--- config.mk ---
export PLATFORM = sky130hd
export DESIGN_NAME = pipe_rate_change_ctrl_flat
export DESIGN_NICKNAME = d
export VERILOG_FILES = /design/src/rtl/pcie_pipe_pkg.sv /design/src/rtl/pipe_rate_change_ctrl_if.sv /design/src/rtl/phystatus_collector.sv /design/src/rtl/pipe_rate_change_ctrl.sv /design/src/flat_wrapper.sv
export SDC_FILE = /design/constraint.sdc
export NUM_CORES = 1
export LEC_CHECK = 0
export ABC_AREA = 1
export BUFFER_PORTS_ARGS = -buffer_cell sky130_fd_sc_hd__buf_2
export CAP_MARGIN = 20
export CORE_MARGIN = 10
export CORE_UTILIZATION = 56
export CTS_CLUSTER_DIAMETER = 150
export DETAILED_ROUTE_END_ITERATION = 6
export PLACE_DENSITY = 0.9
export SLEW_MARGIN = 0
export SYNTH_ARGS = -nofsm -noshare
export SYNTH_HDL_FRONTEND = slang
export SYNTH_SLANG_ARGS = --single-unit
--- constraint.sdc ---
create_clock -name CLK -period 4.5 [get_ports CLK]
set_input_delay 0.225 -clock CLK [delete_from_list [all_inputs] [get_ports CLK]]
set_output_delay 0.225 -clock CLK [all_outputs]
set_load 0.02 [all_outputs]
--- src/rtl/pcie_pipe_pkg.sv ---
// Shared types and helpers for the PIPE rate-change controller:
// FSM state encoding, PIPE width codes and gen -> rate/width mapping.
package pcie_pipe_pkg;

    typedef enum logic [2:0] {
        IDLE, EIDLE, SET_RATE, WAIT_OK, ACK, WAIT_PHY, FINISH
    } state_t;

    localparam logic [1:0] WIDTH_8  = 2'd0;
    localparam logic [1:0] WIDTH_16 = 2'd1;
    localparam logic [1:0] WIDTH_32 = 2'd2;

    function automatic logic [1:0] width_bits_code(input int bits);
        case (bits)
            16:      return WIDTH_16;
            32:      return WIDTH_32;
            default: return WIDTH_8;
        endcase
    endfunction

    // Width code of a generation, given the per-gen data widths in bits.
    function automatic logic [1:0] pipe_width_code(input logic [2:0] gen,
                                                   input int w1, input int w2, input int w3,
                                                   input int w4, input int w5);
        case (gen)
            3'd2:    return width_bits_code(w2);
            3'd3:    return width_bits_code(w3);
            3'd4:    return width_bits_code(w4);
            3'd5:    return width_bits_code(w5);
            default: return width_bits_code(w1);
        endcase
    endfunction

    function automatic logic [3:0] gen_to_rate(input logic [2:0] gen);
        return {1'b0, gen - 3'd1};
    endfunction

endpackage

--- src/rtl/pipe_rate_change_ctrl_if.sv ---
// LTSSM request/status and PIPE command/status signals of the rate-change controller.
interface pipe_rate_change_ctrl_if #(parameter int LANESNUMBER = 16);
    logic                   req_valid;
    logic [2:0]             req_gen;
    logic                   req_ready;
    logic [LANESNUMBER-1:0] active_lanes;
    logic [LANESNUMBER-1:0] PhyStatus;
    logic                   PclkChangeOk;
    logic [3:0]             Rate;
    logic [4:0]             PCLKRate;
    logic                   PclkChangeAck;
    logic [1:0]             width;
    logic                   tx_eidle_force;
    logic [2:0]             cur_gen;
    logic                   done;
    logic                   error;

    modport master (
        output req_valid, req_gen, active_lanes, PhyStatus, PclkChangeOk,
        input  req_ready, Rate, PCLKRate, PclkChangeAck, width, tx_eidle_force,
               cur_gen, done, error
    );

    modport slave (
        input  req_valid, req_gen, active_lanes, PhyStatus, PclkChangeOk,
        output req_ready, Rate, PCLKRate, PclkChangeAck, width, tx_eidle_force,
               cur_gen, done, error
    );
endinterface

--- src/rtl/phystatus_collector.sv ---
// Per-lane sticky PhyStatus collector against a mask latched at request acceptance.
module phystatus_collector #(
    parameter int N = 16
) (
    input  logic         clk,
    input  logic         rst,
    input  logic         load,
    input  logic [N-1:0] mask_in,
    input  logic         clear,
    input  logic [N-1:0] phy_status,
    output logic         all_done
);
    logic [N-1:0] mask;
    logic [N-1:0] sticky;

    always_ff @(posedge clk) begin
        if (rst) begin
            mask   <= '0;
            sticky <= '0;
        end else begin
            if (load)
                mask <= mask_in;
            if (clear)
                sticky <= '0;
            else
                sticky <= sticky | phy_status;
        end
    end

    // Live pulses are folded in so a same-cycle completion is not delayed.
    assign all_done = ((sticky | phy_status) & mask) == mask;
endmodule

--- src/rtl/pipe_rate_change_ctrl.sv ---
// PIPE rate-change sequencer (EIDLE -> rate -> PCLK handshake -> PhyStatus collect).
// Optional WAIT_OK/WAIT_PHY watchdog with rollback: define RATE_CHG_TIMEOUT_EN.
module pipe_rate_change_ctrl
    import pcie_pipe_pkg::*;
#(
    parameter int LANESNUMBER    = 16,
    parameter int GEN1_PIPEWIDTH = 8,
    parameter int GEN2_PIPEWIDTH = 8,
    parameter int GEN3_PIPEWIDTH = 8,
    parameter int GEN4_PIPEWIDTH = 8,
    parameter int GEN5_PIPEWIDTH = 8,
    parameter int MAX_GEN        = 1,
    parameter int EIDLE_CYCLES   = 16,
    parameter int TIMEOUT_CYCLES = 4096
) (
    input  logic                    CLK,
    input  logic                    lpreset,
    pipe_rate_change_ctrl_if.slave  bus
);
    localparam int         EW         = $clog2(EIDLE_CYCLES + 1);
    localparam logic [EW-1:0] EIDLE_LAST = EW'(EIDLE_CYCLES - 1);
    localparam logic [2:0] MAX_G      = 3'(MAX_GEN);

    function automatic logic [1:0] wcode(input logic [2:0] g);
        return pipe_width_code(g, GEN1_PIPEWIDTH, GEN2_PIPEWIDTH, GEN3_PIPEWIDTH,
                               GEN4_PIPEWIDTH, GEN5_PIPEWIDTH);
    endfunction

    state_t        state, state_n;
    logic [EW-1:0] cnt, cnt_n;
    logic [2:0]    tgt, tgt_n, prev, prev_n, cur, cur_n;
    logic [3:0]    rate, rate_n;
    logic [1:0]    wid, wid_n;
    logic          pend_done, pend_done_n, pend_err, pend_err_n;
    logic          ack, ack_n, eidle, eidle_n, done_q, done_n, err_q, err_n;
    logic          load, clear, all_done, wd_hit, abort;

    phystatus_collector #(.N(LANESNUMBER)) u_coll (
        .clk       (CLK),
        .rst       (lpreset),
        .load      (load),
        .mask_in   (bus.active_lanes),
        .clear     (clear),
        .phy_status(bus.PhyStatus),
        .all_done  (all_done)
    );

`ifdef RATE_CHG_TIMEOUT_EN
    localparam int WW = $clog2(TIMEOUT_CYCLES);
    logic [WW-1:0] wd;

    // Reloads on every state change, so each wait state gets a full budget.
    always_ff @(posedge CLK) begin
        if (lpreset || state_n != state)
            wd <= '0;
        else if (state == WAIT_OK || state == WAIT_PHY)
            wd <= wd + 1'b1;
    end
    assign wd_hit = (wd == WW'(TIMEOUT_CYCLES - 1));
`else
    // No watchdog: a wait never times out (TIMEOUT_CYCLES is always >= 2).
    assign wd_hit = (TIMEOUT_CYCLES == 0);
`endif

    always_comb begin
        state_n     = state;
        cnt_n       = cnt;
        tgt_n       = tgt;
        prev_n      = prev;
        cur_n       = cur;
        rate_n      = rate;
        wid_n       = wid;
        pend_done_n = pend_done;
        pend_err_n  = pend_err;
        ack_n       = ack;
        eidle_n     = eidle;
        done_n      = 1'b0;
        err_n       = 1'b0;
        load        = 1'b0;
        clear       = 1'b0;
        abort       = 1'b0;
        case (state)
            IDLE: if (bus.req_valid) begin
                if (bus.req_gen == 3'd0 || bus.req_gen > MAX_G) begin
                    pend_err_n = 1'b1;
                    state_n    = FINISH;
                end else if (bus.req_gen == cur) begin
                    pend_done_n = 1'b1;
                    state_n     = FINISH;
                end else begin
                    tgt_n   = bus.req_gen;
                    prev_n  = cur;
                    load    = 1'b1;
                    eidle_n = 1'b1;
                    cnt_n   = '0;
                    state_n = EIDLE;
                end
            end
            EIDLE: begin
                if (cnt == EIDLE_LAST) state_n = SET_RATE;
                else                   cnt_n   = cnt + 1'b1;
            end
            SET_RATE: begin
                rate_n  = gen_to_rate(tgt);
                wid_n   = wcode(tgt);
                cur_n   = tgt;
                state_n = WAIT_OK;
            end
            WAIT_OK: begin
                if (bus.PclkChangeOk) begin
                    ack_n   = 1'b1;
                    state_n = ACK;
                end else
                    abort = wd_hit;
            end
            ACK: begin
                clear   = 1'b1;
                state_n = WAIT_PHY;
            end
            WAIT_PHY: begin
                if (all_done) begin
                    done_n  = 1'b1;
                    ack_n   = 1'b0;
                    eidle_n = 1'b0;
                    state_n = FINISH;
                end else
                    abort = wd_hit;
            end
            FINISH: begin
                // Fast-path (invalid / same-gen) results surface on FINISH exit.
                done_n      = pend_done;
                err_n       = pend_err;
                pend_done_n = 1'b0;
                pend_err_n  = 1'b0;
                state_n     = IDLE;
            end
            default: state_n = IDLE;
        endcase
        if (abort) begin
            err_n   = 1'b1;
            ack_n   = 1'b0;
            eidle_n = 1'b0;
            rate_n  = gen_to_rate(prev);
            wid_n   = wcode(prev);
            cur_n   = prev;
            state_n = FINISH;
        end
    end

    always_ff @(posedge CLK) begin
        if (lpreset) begin
            state     <= IDLE;
            cnt       <= '0;
            tgt       <= 3'd1;
            prev      <= 3'd1;
            cur       <= 3'd1;
            rate      <= 4'd0;
            wid       <= wcode(3'd1);
            pend_done <= 1'b0;
            pend_err  <= 1'b0;
            ack       <= 1'b0;
            eidle     <= 1'b0;
            done_q    <= 1'b0;
            err_q     <= 1'b0;
        end else begin
            state     <= state_n;
            cnt       <= cnt_n;
            tgt       <= tgt_n;
            prev      <= prev_n;
            cur       <= cur_n;
            rate      <= rate_n;
            wid       <= wid_n;
            pend_done <= pend_done_n;
            pend_err  <= pend_err_n;
            ack       <= ack_n;
            eidle     <= eidle_n;
            done_q    <= done_n;
            err_q     <= err_n;
        end
    end

    assign bus.req_ready      = (state == IDLE) && !lpreset;
    assign bus.Rate           = rate;
    assign bus.PCLKRate       = {1'b0, rate};
    assign bus.width          = wid;
    assign bus.cur_gen        = cur;
    assign bus.PclkChangeAck  = ack;
    assign bus.tx_eidle_force = eidle;
    assign bus.done           = done_q;
    assign bus.error          = err_q;
endmodule

--- src/flat_wrapper.sv ---
// flat-port wrapper written by rule: the top's interface ports become plain ports
module pipe_rate_change_ctrl_flat import pcie_pipe_pkg::*;
#(
    parameter int LANESNUMBER    = 16,
    parameter int GEN1_PIPEWIDTH = 8,
    parameter int GEN2_PIPEWIDTH = 8,
    parameter int GEN3_PIPEWIDTH = 8,
    parameter int GEN4_PIPEWIDTH = 8,
    parameter int GEN5_PIPEWIDTH = 8,
    parameter int MAX_GEN        = 1,
    parameter int EIDLE_CYCLES   = 16,
    parameter int TIMEOUT_CYCLES = 4096
)
  (CLK, lpreset, bus_req_valid, bus_req_gen, bus_active_lanes, bus_PhyStatus, bus_PclkChangeOk, bus_req_ready, bus_Rate, bus_PCLKRate, bus_PclkChangeAck, bus_width, bus_tx_eidle_force, bus_cur_gen, bus_done, bus_error);
  pipe_rate_change_ctrl_if #(.LANESNUMBER(LANESNUMBER)) bus_i ();
  input  logic CLK;
  input  logic lpreset;
  input wire logic [$bits(bus_i.req_valid)-1:0] bus_req_valid;
  input wire logic [$bits(bus_i.req_gen)-1:0] bus_req_gen;
  input wire logic [$bits(bus_i.active_lanes)-1:0] bus_active_lanes;
  input wire logic [$bits(bus_i.PhyStatus)-1:0] bus_PhyStatus;
  input wire logic [$bits(bus_i.PclkChangeOk)-1:0] bus_PclkChangeOk;
  output wire logic [$bits(bus_i.req_ready)-1:0] bus_req_ready;
  output wire logic [$bits(bus_i.Rate)-1:0] bus_Rate;
  output wire logic [$bits(bus_i.PCLKRate)-1:0] bus_PCLKRate;
  output wire logic [$bits(bus_i.PclkChangeAck)-1:0] bus_PclkChangeAck;
  output wire logic [$bits(bus_i.width)-1:0] bus_width;
  output wire logic [$bits(bus_i.tx_eidle_force)-1:0] bus_tx_eidle_force;
  output wire logic [$bits(bus_i.cur_gen)-1:0] bus_cur_gen;
  output wire logic [$bits(bus_i.done)-1:0] bus_done;
  output wire logic [$bits(bus_i.error)-1:0] bus_error;
  assign bus_i.req_valid = bus_req_valid;
  assign bus_i.req_gen = bus_req_gen;
  assign bus_i.active_lanes = bus_active_lanes;
  assign bus_i.PhyStatus = bus_PhyStatus;
  assign bus_i.PclkChangeOk = bus_PclkChangeOk;
  assign bus_req_ready = bus_i.req_ready;
  assign bus_Rate = bus_i.Rate;
  assign bus_PCLKRate = bus_i.PCLKRate;
  assign bus_PclkChangeAck = bus_i.PclkChangeAck;
  assign bus_width = bus_i.width;
  assign bus_tx_eidle_force = bus_i.tx_eidle_force;
  assign bus_cur_gen = bus_i.cur_gen;
  assign bus_done = bus_i.done;
  assign bus_error = bus_i.error;
  pipe_rate_change_ctrl #(.LANESNUMBER(LANESNUMBER), .GEN1_PIPEWIDTH(GEN1_PIPEWIDTH), .GEN2_PIPEWIDTH(GEN2_PIPEWIDTH), .GEN3_PIPEWIDTH(GEN3_PIPEWIDTH), .GEN4_PIPEWIDTH(GEN4_PIPEWIDTH), .GEN5_PIPEWIDTH(GEN5_PIPEWIDTH), .MAX_GEN(MAX_GEN), .EIDLE_CYCLES(EIDLE_CYCLES), .TIMEOUT_CYCLES(TIMEOUT_CYCLES)) u_core (.CLK(CLK), .lpreset(lpreset), .bus(bus_i));
endmodule
==> reports/metrics.yaml <==
synth:
  synth_top_area_share: 0.468
  ys_ff_latch: 55
  synth_cells: 322
  synthTopCellsByArea: "dfxtp_1 (47%), nand2_1 (11%), a21oi_1 (9.8%)"
  synth.distinct_cells: 26
  synth_xor_area_frac: 0.0149
  synthAdderAreaFrac: 0.0159
  avgSynthCellArea_um2: 7.31
  synth_top_family_by_area: "simple AND/OR/NAND/NOR gates"
  seq_area_frac_synth: 0.468
  synthMuxAreaShare: 0
  synthSimpleGateAreaFrac: 0.258
  synth_compound_area_frac: 0.120
  synth_area_um2: 2350
  synth_area_leader_cell: "dfxtp_1"
  yosysWarnings: 0
place:
  dp_hpwl_um: 3950
  place_congestion: 0.812
  pre_cts_ws_ns: 2.38
  io_buffers: 52
sta:
  max_freq_mhz: 469
  period_needed_ns: 2.13
  tightest_slew_ns: 0.743
  final_hold_viol_count: 0
  relSlewSlack: 0.504
  drv_slew: 0
  rsz0062_at_grt: "no"
  setup_viol: 0
  min_period_over_period: 0.474
  finalSetupTns_ns: 0
  worst_slack_ns: 2.37
  skew_ns: 0.0110
cts:
  clk_pin_slew_ns: 0.10
  numCtsBuffers: 5
  cts_tree: "built"
  cts_max_path_buffers: 2
  post_cts_resize_count: 0
  clock_sinks: 55
  holdBufCountCts: 0
  htree_levels: 2
  root_buffer: "clkbuf_8"
  clock_latency_ns: 0.31
  post_cts.repair.setup_buffers: 0
floorplan:
  start_util: 0.584
  io_pins: 58
  die_area_um2: 7200
  die_width_um: 84.8
  die_height_um: 84.8
  fp.coreArea_um2: 4030
  core.rowCount: 23
worst_setup_path:
  cp-startpoint: "u_core.state[1]"
  path_class: "reg2reg"
  setup.worst_path.end: "u_core.u_coll.mask[9]"
  r2r-start: "u_core.state[1]"
  cp_max_fo: 21
  reg2reg_depth: 7
  cp.arrival_ns: 2.38
  cp-end-kind: "flip-flop"
  worstPathRequired_ns: 4.74
  startpoint_type: "flip-flop"
  rrSetupSlack_ns: 2.37
  reg2reg_to: "u_core.u_coll.mask[9]"
finish:
  syn2layout_area_growth_pct: 14.3
  antenna_cells: 0
  layout-drive-gt1-share: 0.197
  nNetsFinal: 412
global_routing:
  antenna_found_initial: 0
  grt_use_total: 0.142
  grt_pass1_vias: 2034
  grt_max_degree: 25
  grt_pass1_wl_um: 8630
  overflow: 0
routing:
  dr_wl_met3_um: 402
  wl_met2_um: 2540
  drt_wl_total_um: 5200
  top_layer: "met4"
  firstDrtPassIters: 4
  vias: 2098
  ant_nets: 0
  drt-initial-drc-count: 146
  drcViolationCount: 0
  m1WireLength_um: 2160
  wl_per_cell_um: 12.3
  vias_per_cell: 4.98
outcome:
  status: "finished clean"
hold_path:
  hold_start: "bus_PhyStatus[4]"
  whs_path_depth: 3
  min_path_type: "in2reg"
pwr:
  ir_drop_uv: 263
  leakage_nw: 1.33
  power_density_nw_per_um2: 493
flow_run:
  maxCapViolations: 0
==> cells in the mapped netlist <==
library cell	count
xnor2_1	4
nor3_1	2
conb_1	1
nand2_1	71
o21a_1	1
nand3_4	1
dfxtp_1	55
clkbuf_1	4
ha_1	3
nand2_4	1
inv_1	47
nor2_1	23
or2_0	1
nor2_2	2
o21ai_0	9
nor2_4	1
nand4_1	1
a21oi_1	46
nand2_2	2
nand3_1	28
buf_2	2
nand4_2	1
nor3b_1	1
buf_4	9
inv_2	5
or2_1	1
==> sequential cells by signal, summed over array words and instances (netlist names) <==
register	cells
u_core.u_coll.mask	16
u_core.u_coll.sticky	16
u_core.cnt	5
u_core.bus.Rate	3
u_core.bus.cur_gen	3
u_core.state	3
u_core.tgt	3
u_core.bus.PclkChangeAck	1
u_core.bus.done	1
u_core.bus.error	1
u_core.bus.tx_eidle_force	1
u_core.pend_done	1
u_core.pend_err	1
==> cell families (layout without fill, tap and decap cells) <==
family	count (synthesis)	count (layout)
buf+inv	67	112
other cells	1	5
simple gates	136	136
fa+ha+maj	3	3
flops	55	55
compound gates	56	56
xor+xnor	4	4
==> metrics by stage <==
step	instance area (um2)	utilization	hold WS, ns	total power, mW	cells
2_1_floorplan	2370	-	0.304	0.958	326
3_3_place_gp	2600	0.645	0.436	1.04	413
3_5_place_dp	2600	0.645	0.452	1.06	413
4_1_cts	2690	0.668	0.144	1.33	421
5_1_grt	2690	0.668	0.143	1.41	421
6_report	2690	0.668	0.150	1.33	421
==> area by class of cell <==
cell class / count / area (um2)
fill: 343 / 1340
sequential: 55 / 1100
multi-input combinational: 204 / 981
timing repair buffer: 52 / 260
inverter: 52 / 195
clock buffer: 5 / 68.8
tap: 50 / 62.6
clock inverter: 3 / 22.5
==> layer usage <==
layer	global-route usage	vias up
met5	0	-
met4	0.0584	0
met3	0.0554	13
met2	0.242	56
met1	0.154	936
li1	-	1093
==> worst min-delay path by stage <==
stage | slack [ns] | to
after floorplan | 0.30 | u_core.pend_err
after global placement | 0.44 | u_core.bus.PclkChangeAck
after detailed placement | 0.45 | u_core.u_coll.sticky[11]
after CTS | 0.14 | u_core.u_coll.sticky[4]
after global routing | 0.14 | u_core.u_coll.mask[2]
final | 0.15 | u_core.u_coll.sticky[4]
==> power breakdown <==
group	internal [mW]	switching (mW)	total, mW	leakage [nW]
clock	0.112	0.167	0.279	0.0485
sequential	0.567	0.0446	0.611	0.451
combinational	0.147	0.289	0.436	0.834
==> cells in the final DEF (no fill, tap or decap), types with 3 or more instances in the layout <==
cell,n
inv_1,47
clkbuf_8,5
dfxtp_1,55
nand2_1,71
inv_2,5
nand3_1,28
ha_1,3
buf_2,52
conb_1,5
a21oi_1,46
o21ai_0,9
xnor2_1,4
nor2_1,23
==> critical path: stages (launching register included) <==
cell     delay, ns
dfxtp_1       0.39
nor2_2        0.18
nand2_4       0.09
nor2_1        0.14
nand3_1       0.55
inv_2         0.47
nand2_1       0.10
a21oi_1       0.15
No activity file was read; power rests on OpenSTA's default activity.
